$ cat src/rtl/mips_pkg.sv
// mips_pkg: constants shared by the MIPS pipeline stages.
package mips_pkg;
  localparam int DATA_WIDTH = 32;
  localparam logic [31:0] RESET_PC = 32'h0040_0000;
  localparam logic [31:0] NOP_INSTR = 32'h0000_0000;
  localparam int INSTR_BYTES = 4;
endpackage

$ cat src/rtl/program_counter.sv
// program_counter: PC register with redirect/stall/fault-hold priority and fetch-window fault detection.
module program_counter #(
  parameter int DATA_WIDTH = mips_pkg::DATA_WIDTH,
  parameter logic [DATA_WIDTH-1:0] RESET_PC = mips_pkg::RESET_PC,
  parameter int MEMORY_DEPTH = 64
) (
  input  logic                  clk,
  input  logic                  reset,
  input  logic                  stall_i,
  input  logic                  branch_taken_i,
  input  logic [DATA_WIDTH-1:0] branch_target_i,
  input  logic                  jump_i,
  input  logic [DATA_WIDTH-1:0] jump_target_i,
  output logic [DATA_WIDTH-1:0] pc_o,
  output logic                  fault_o
);
  import mips_pkg::*;
  // one extra bit so the window end cannot overflow near the top of the address space
  localparam logic [DATA_WIDTH:0] PC_LIMIT = {1'b0, RESET_PC} + (DATA_WIDTH+1)'(INSTR_BYTES * MEMORY_DEPTH);
  logic [DATA_WIDTH-1:0] pc_d;
  always_comb begin
    fault_o = (|pc_o[1:0]) || (pc_o < RESET_PC) || ({1'b0, pc_o} >= PC_LIMIT);
    pc_d = jump_i ? jump_target_i :
           branch_taken_i ? branch_target_i :
           (fault_o || stall_i) ? pc_o : pc_o + DATA_WIDTH'(INSTR_BYTES);
  end
  always_ff @(posedge clk)
    pc_o <= reset ? RESET_PC : pc_d;
endmodule

$ cat src/rtl/instruction_fetch_stage.sv
// instruction_fetch_stage: PC plus IF/ID pipeline register with flush/stall and a sticky fetch-address fault.
module instruction_fetch_stage #(
  parameter int DATA_WIDTH = mips_pkg::DATA_WIDTH,
  parameter logic [DATA_WIDTH-1:0] RESET_PC = mips_pkg::RESET_PC,
  parameter int MEMORY_DEPTH = 64
) (
  input  logic                  clk,
  input  logic                  reset,
  input  logic                  stall_i,
  input  logic                  flush_i,
  input  logic                  branch_taken_i,
  input  logic [DATA_WIDTH-1:0] branch_target_i,
  input  logic                  jump_i,
  input  logic [DATA_WIDTH-1:0] jump_target_i,
  output logic [DATA_WIDTH-1:0] pc_o,
  input  logic [DATA_WIDTH-1:0] instruction_i,
  output logic [DATA_WIDTH-1:0] if_id_instruction_o,
  output logic [DATA_WIDTH-1:0] if_id_pc_plus4_o,
  output logic                  if_id_valid_o,
  output logic                  addr_fault_o
);
  import mips_pkg::*;
  logic pc_fault;
  logic [DATA_WIDTH-1:0] pc_plus4;
  program_counter #(
    .DATA_WIDTH(DATA_WIDTH),
    .RESET_PC(RESET_PC),
    .MEMORY_DEPTH(MEMORY_DEPTH)
  ) u_pc (
    .clk(clk),
    .reset(reset),
    .stall_i(stall_i),
    .branch_taken_i(branch_taken_i),
    .branch_target_i(branch_target_i),
    .jump_i(jump_i),
    .jump_target_i(jump_target_i),
    .pc_o(pc_o),
    .fault_o(pc_fault)
  );
  assign pc_plus4 = pc_o + DATA_WIDTH'(INSTR_BYTES);
  always_ff @(posedge clk) begin
    if (reset) begin
      if_id_instruction_o <= DATA_WIDTH'(NOP_INSTR);
      if_id_pc_plus4_o <= '0;
      if_id_valid_o <= 1'b0;
      addr_fault_o <= 1'b0;
    end else begin
      addr_fault_o <= addr_fault_o | pc_fault;
      if (flush_i) begin
        if_id_instruction_o <= DATA_WIDTH'(NOP_INSTR);
        if_id_pc_plus4_o <= '0;
        if_id_valid_o <= 1'b0;
      end else if (!stall_i) begin
        // a faulting fetch still records its PC+4 but never carries the ROM word
        if_id_instruction_o <= pc_fault ? DATA_WIDTH'(NOP_INSTR) : instruction_i;
        if_id_pc_plus4_o <= pc_plus4;
        if_id_valid_o <= !pc_fault;
      end
    end
  end
endmodule

$ cat config.mk
export PLATFORM = sky130hd
export DESIGN_NAME = instruction_fetch_stage
export DESIGN_NICKNAME = d
export VERILOG_FILES = /design/src/rtl/mips_pkg.sv /design/src/rtl/program_counter.sv /design/src/rtl/instruction_fetch_stage.sv
export SDC_FILE = /design/constraint.sdc
export NUM_CORES = 1
export LEC_CHECK = 0
export BUFFER_PORTS_ARGS = -buffer_cell sky130_fd_sc_hd__buf_4
export CAP_MARGIN = 20
export CORE_ASPECT_RATIO = 1.75
export CORE_MARGIN = 4
export CORE_UTILIZATION = 39
export CTS_CLUSTER_DIAMETER = 120
export CTS_CLUSTER_SIZE = 16
export DETAILED_ROUTE_END_ITERATION = 6
export HOLD_SLACK_MARGIN = 0.15
export MAX_ROUTING_LAYER = met4
export PLACE_DENSITY = 0.7
export SLEW_MARGIN = 20
export SYNTH_ARGS = -nofsm -noshare
export SYNTH_HDL_FRONTEND = slang
export SYNTH_HIERARCHICAL = 1
export SYNTH_SLANG_ARGS = --single-unit
export TNS_END_PERCENT = 20
$ cat constraint.sdc
create_clock -name clk -period 2 [get_ports clk]
set_input_delay 0.3 -clock clk [delete_from_list [all_inputs] [get_ports clk]]
set_output_delay 0.3 -clock clk [all_outputs]
set_load 0.05 [all_outputs]
==> results of run 1 <==
-- area by class of cell --
cell class / instances / area (µm²) / share of cell area
sequential: 98 / 2030 / 0.287
multi-input combinational: 424 / 2610 / 0.369
clock inverter: 6 / 68.8 / 0.00973
tap: 137 / 171 / 0.0242
inverter: 12 / 45.0 / 0.00637
clock buffer: 10 / 250 / 0.0354
timing repair buffer: 248 / 1900 / 0.269
-- synthesized netlist by cell type, types with 7 or more instances --
master and instances:
nor4_1 12, or4_1 9, clkbuf_1 32, a211oi_1 8
nand4_1 14, o31ai_1 7, inv_1 11, a21oi_1 35
nand2_1 42, a22oi_1 31, nor3_1 9, xor2_1 12
nand3_1 18, dfxtp_1 98, nor2_1 90, a31oi_1 9
mux2i_1 19, o21ai_0 35
-- worst paths after layout --
check | endpoint | cells past startpoint
max reg2reg | u_pc/pc_o[28] | 4
max | u_pc/pc_o[28] | 4
min | if_id_instruction_o[27] | 3
min reg2reg | if_id_pc_plus4_o[5] | 2
-- registers in the layout (all words and copies together) (netlist names) --
signal / flops
u_pc/pc_o: 32
if_id_instruction_o: 32
addr_fault_o: 1
if_id_valid_o: 1
if_id_pc_plus4_o: 32
-- report_power, final --
part,total (mW),internal [mW],switching [mW]
Combinational,1.07,0.426,0.648
Clock,1.83,1.06,0.775
Sequential,2.11,2.02,0.0860
-- logic make-up after synthesis --
| family | after synthesis | share of synthesized area |
|---|---|---|
| AOI/OAI and AO/OA | 156 | 0.224 |
| xor gates and xnor gates | 18 | 0.0333 |
| adders and majority gates | 3 | 0.00793 |
| buffers and inverters | 49 | 0.0439 |
| DFF | 98 | 0.414 |
| muxes | 19 | 0.0402 |
| and+or+nand+nor | 228 | 0.236 |
-- what timing repair did --
| action | 4_1_cts | 5_1_grt |
|---|---|---|
| setup buffers | 0 | 1 |
| endpoints found under the hold margin | 0 | 0 |
| setup endpoints to repair | 1 | 45 |
| pin swaps | 0 | 4 |
| gates resized for setup | 1 | 5 |
-- layer usage --
layer  up-vias  track usage
met2       252        0.443
met4         0        0.132
met5         -            -
li1       2555            -
met3        58       0.0328
met1      2479        0.256
-- tightest hold or removal path, cell delays in order --
cell	delay (ns)
buf_4	0.08
a22oi_1	0.05
nor2_1	0.08
==> results by group, run 1 <==
Run status
  • Outcome: finished with violations
  • Failing checks: setup timing

Synthesis
  • Synth top area share: 0.414
  • Largest area contributor in the netlist: dfxtp_1
  • Post-Syn Instances: 571
  • Yosys reg bits: 98
  • Ys flop type: dfxtp_1
  • Largest cells by area after synthesis: dfxtp_1 (41%), nor2_1 (7.1%), a22oi_1 (4.9%)
  • Yosys cell types: 54
  • Post-synthesis cell area: 4730 µm²
  • Register area share after synthesis: 0.414
  • Average size of a mapped cell: 8.29 µm²
  • Post-Syn Nets: 676
  • Synth warnings: 6
  • Post-synth EDFFs: 0
  • Async SR Flop Fraction: 0

STA
  • PnR worst setup slack: -0.0406 ns
  • Crit path time final: 2.04 ns
  • Hold slack: 0.186 ns
  • Rel. slew slack: 0.639
  • Final setup viols: 1
  • Fin crit share: 1.02
  • RSZ-0062 raised after global routing: true
  • Setup TNS: -0.0406 ns
  • Final hold vios: 0
  • Setup Skew: 0.00839 ns
  • Slew Viols, Final: 0
  • Slew @ Worst Pin: 0.540 ns
  • Fmax: 490 MHz

Cells and area
  • Area growth syn-to-layout: 49.4%
  • Proportion of layout cells with a drive suffix above 1: 0.383
  • FILL cells: 1091
  • Final core utilization: 0.592
  • # diodes: 0
  • Commonest non-fill, non-tap cell in the layout: buf_4
  • Layout Cells excl Fill: 935
  • Final Net Count: 898
  • Post-Layout Inst Area: 7070 µm²
  • Commonest non-fill, non-tap cells in the layout: buf_4 (245), nor2_1 (89), dfxtp_1 (75)

Floorplan
  • Die Span X: 91.3 µm
  • Die Y: 154 µm
  • # rows: 53
  • Overall die area: 14000 µm²
  • CORE AREA: 11900 µm²
  • I/O pin count: 200
  • Starting density of the core: 0.397

CTS
  • CTS tree: yes
  • CTS sink cnt: 98
  • Clock Path Buffers: 2
  • Root buffer cell: clkbuf_16
  • TritonCTS buffer count: 9
  • H-tree levels: 3
  • # hold bufs at CTS: 0
  • Worst-skew pair later-pin latency: 0.35 ns
  • Clock transition at path regs: 0.07 ns

Power and ir drop
  • Cell Pwr Density: 709 nW/µm²
  • Power, Total: 5.02 mW
  • Worst vdd ir: 399 µV
  • Leak: 2.98 nW

Route
  • Wire per inst: 18.5 µm
  • DRC errors left: 0
  • DR top layer: met4
  • Via density: 5.72
  • Met2 WL: 9230 µm
  • DRT Wirelength: 17300 µm
  • Met1 wire length: 6290 µm
  • DRT iter0 DRCs: 276
  • Antenna-violating nets left: 0
  • Drt first pass iters: 6
  • DR WL met3: 994 µm
  • Via count: 5344

GRT
  • First-pass GRT wire length: 27000 µm
  • Largest net degree at the start of global routing: 43
  • Initial antenna violation count: 0
  • Vias in the first global route: 5249
  • GRT Util Overall: 0.246
  • Total gr overflow: 0

Hold path
  • Hold_sp: instruction_i[27]
  • Hold Path Class: in2reg

Setup path
  • Cell family with most CP delay: compound AO/OA/AOI/OAI gates
  • Crit path max fanout: 8
  • WS Path Type: reg2reg
  • CP bufs+invs: 0
  • CP max stage delay: 0.54 ns
  • WP data arrival: 2.26 ns
  • WP data required: 2.22 ns
  • Reg2reg start: u_pc/pc_o[22]
  • Worst reg2reg setup slack: -0.04 ns
  • Startpoint Class: flip-flop
  • Crit. End Element: flip-flop
  • Slowest stage cell on the critical path: o41a_4
  • CP Launch Point: u_pc/pc_o[22]
  • Critical path cell sequence: or4b_4 -> o41a_4 -> a222oi_1 -> nor2_1

Place
  • Gpl congestion: 0.943
  • Placed Instance Area: 6710 µm²
  • IO buf count: 199
  • Placed wire-length estimate: 13500 µm
  • DP Cell Count: 918
  • Setup WS pre-CTS: 0.0246 ns

Job
  • # Max-Cap Violations: 0
Note: power is estimated with default switching activity, not from simulation.
==> run 2: changes to the inputs <==
- SKIP_LAST_GASP: not set -> 1
==> run 2 against run 1 <==
The run ends with DRC, setup timing left. Wire length down 0.42%. Sequential power hardly changed. Register-to-register slack improved by 0.04 ns. Die area did not move. Count of clock-buffer cells in the layout did not move. Total power hardly changed. Cell area is 0.11% lower. Fmax grew 1.8%. Via count shrank 0.56%. Worst hold slack barely moved. Worst setup slack better by 0.036 ns. Combinational power about the same. Highest routed layer unchanged.
==> results by group, run 2 (synthesized netlist as in run 1, its figures left out) <==
Run status
  • Outcome: finished with violations
  • Failing checks: DRC, setup timing

STA
  • Crit path time final: 2.01 ns (-0.0355 ns)
  • Final hold vios: 0 (unchanged)
  • PnR worst setup slack: -0.00505 ns (+0.0355 ns)
  • Fmax: 499 MHz (+1.8%)
  • Final setup viols: 1 (unchanged)
  • RSZ-0062 raised after global routing: true
  • Slew Viols, Final: 0 (unchanged)
  • Rel. slew slack: 0.627 (-0.0121)
  • Fin crit share: 1.00 (-0.0178)
  • Hold slack: 0.187 ns (+0.000162 ns)
  • Setup TNS: -0.00505 ns (+0.0355 ns)
  • Slew @ Worst Pin: 0.558 ns (+0.0181 ns)
  • Setup Skew: 0.00826 ns (-0.000130 ns)

GRT
  • Vias in the first global route: 5249 (unchanged)
  • GRT Util Overall: 0.246 (unchanged)
  • First-pass GRT wire length: 27000 µm (unchanged)
  • Initial antenna violation count: 0 (unchanged)
  • Largest net degree at the start of global routing: 43 (unchanged)
  • Total gr overflow: 0 (unchanged)

Setup path
  • Reg2reg start: u_pc/pc_o[22]
  • Worst reg2reg setup slack: -0.005 ns (+0.04 ns)
  • Crit. End Element: flip-flop
  • Cells on worst reg2reg path: 4 (unchanged)
  • WP data required: 2.22 ns (about the same)
  • Crit path max fanout: 8 (unchanged)
  • Critical R2R Capture: u_pc/pc_o[28]
  • Startpoint Class: flip-flop
  • WP data arrival: 2.23 ns (-0.03 ns)
  • WS Path Type: reg2reg

CTS
  • Worst-skew pair later-pin latency: 0.35 ns (about the same)
  • Root buffer cell: clkbuf_16
  • Clock transition at path regs: 0.07 ns (about the same)
  • CTS tree: yes
  • Clock Path Buffers: 2 (unchanged)
  • CTS sink cnt: 98 (unchanged)
  • H-tree levels: 3 (unchanged)
  • TritonCTS buffer count: 9 (unchanged)

Floorplan
  • Starting density of the core: 0.397 (unchanged)
  • Overall die area: 14000 µm² (unchanged)
  • Die Span X: 91.3 µm (unchanged)
  • I/O pin count: 200 (unchanged)
  • Die Y: 154 µm (unchanged)
  • CORE AREA: 11900 µm² (unchanged)
  • # rows: 53 (unchanged)

Cells and area
  • Top flop regs: if_id_instruction_o x32, if_id_pc_plus4_o x32, u_pc/pc_o x32
  • # diodes: 0 (unchanged)
  • FILL cells: 1092 (+0.092%)
  • Final Net Count: 898 (unchanged)
  • Commonest non-fill, non-tap cell in the layout: buf_4
  • Proportion of layout cells with a drive suffix above 1: 0.382 (-0.00125)
  • Commonest non-fill, non-tap cells in the layout: buf_4 (245), nor2_1 (89), dfxtp_1 (75)
  • Area growth syn-to-layout: 49.2%

Route
  • Via count: 5314 (-0.56%)
  • Drt first pass iters: 7 (+1)
  • DRT iter0 DRCs: 285 (+3.3%)
  • DRT Wirelength: 17200 µm (-0.42%)
  • Antenna-violating nets left: 0 (unchanged)
  • DRC errors left: 3 (+3)
  • Via density: 5.68 (-0.56%)
  • Wire per inst: 18.4 µm (-0.42%)

Place
  • Gpl congestion: 0.943 (unchanged)
  • IO buf count: 199 (unchanged)
  • Placed wire-length estimate: 13500 µm (unchanged)

Job
  • # Max-Cap Violations: 0 (unchanged)

Power and ir drop
  • Cell Pwr Density: 710 nW/µm² (about the same)
  • Worst vdd ir: 399 µV (about the same)
  • Leak: 2.97 nW (about the same)

Hold path
  • Hold Path Class: in2reg
  • Hold_sp: instruction_i[27]
  • Hold EP: if_id_instruction_o[27]
  • Hold depth: 3 (unchanged)
-- run 2: changes by cell type in the layout (fill, tap and decap cells not counted) --
| cell | previous run | this run |
|---|---|---|
| dfxtp_2 | 8 | 9 |
| a22oi_2 | 1 | 0 |
| a22oi_1 | 30 | 31 |
| dfxtp_4 | 15 | 14 |
-- run 2: through the flow --
| stage | util | std cells | instance area, µm² | worst slack, ns | power, mW |
|---|---|---|---|---|---|
| 2_1_floorplan | - | 571 | 4820 | -0.00605 | 2.72 |
| 4_1_cts | 0.590 | 934 | 7040 | -0.00786 | 5.04 |
| 3_5_place_dp | 0.562 | 918 | 6710 | 0.0246 | 3.21 |
| 5_1_grt | 0.592 | 935 | 7060 | -0.0496 | 5.21 |
| 6_report | 0.592 | 935 | 7060 | -0.00505 | 5.01 |
| 3_3_place_gp | 0.562 | 918 | 6710 | 0.0408 | 3.20 |
-- run 2: area by class of cell --
class | instances | area, µm² | share of cell area
Clock inverter | 6 | 68.8 | 0.00974
Timing Repair Buffer | 248 | 1900 | 0.269
Tap cell | 137 | 171 | 0.0243
Clock buffer | 10 | 250 | 0.0354
Inverter | 12 | 45.0 | 0.00638
Multi-Input combinational cell | 424 | 2600 | 0.368
Sequential cell | 98 | 2030 | 0.287
-- run 2: worst max-delay path by stage --
stage	startpoint	slack, ns	endpoint	cells past startpoint
2_1_floorplan	u_pc/pc_o[12]	-0.006	if_id_pc_plus4_o[28]	5
3_3_place_gp	u_pc/pc_o[12]	0.04	if_id_pc_plus4_o[30]	4
3_5_place_dp	u_pc/pc_o[8]	0.02	if_id_instruction_o[31]	7
4_1_cts	u_pc/pc_o[8]	-0.008	if_id_instruction_o[31]	7
5_1_grt	u_pc/pc_o[22]	-0.05	u_pc/pc_o[27]	4
6_report	u_pc/pc_o[22]	-0.005	u_pc/pc_o[28]	4
-- run 2: repair_timing --
item / 4_1_cts / 5_1_grt
hold endpoints to repair: 0 / 0
endpoints found under the setup margin: 1 / 45
setup buffers: 0 / 1
gates resized for setup: 1 / 3
pin swaps: 0 / 3
hold buffers: 0 / 0
-- run 2: critical path: stages, from the launching register on --
cell	delay [ns]
dfxtp_4	0.41
or4b_4	0.52
o41a_4	0.54
a222oi_1	0.33
nor2_1	0.08
-- run 2: power breakdown --
group | internal, mW | total [mW] | switching, mW
Clock | 1.06 | 1.83 | 0.774
Sequential | 2.02 | 2.11 | 0.0865
Combinational | 0.426 | 1.07 | 0.647
-- run 2: layer usage --
layer,GRT usage,share of wire
met2,0.443,0.54
met4,0.132,0.044
met5,-,0
met3,0.0328,0.055
met1,0.256,0.36
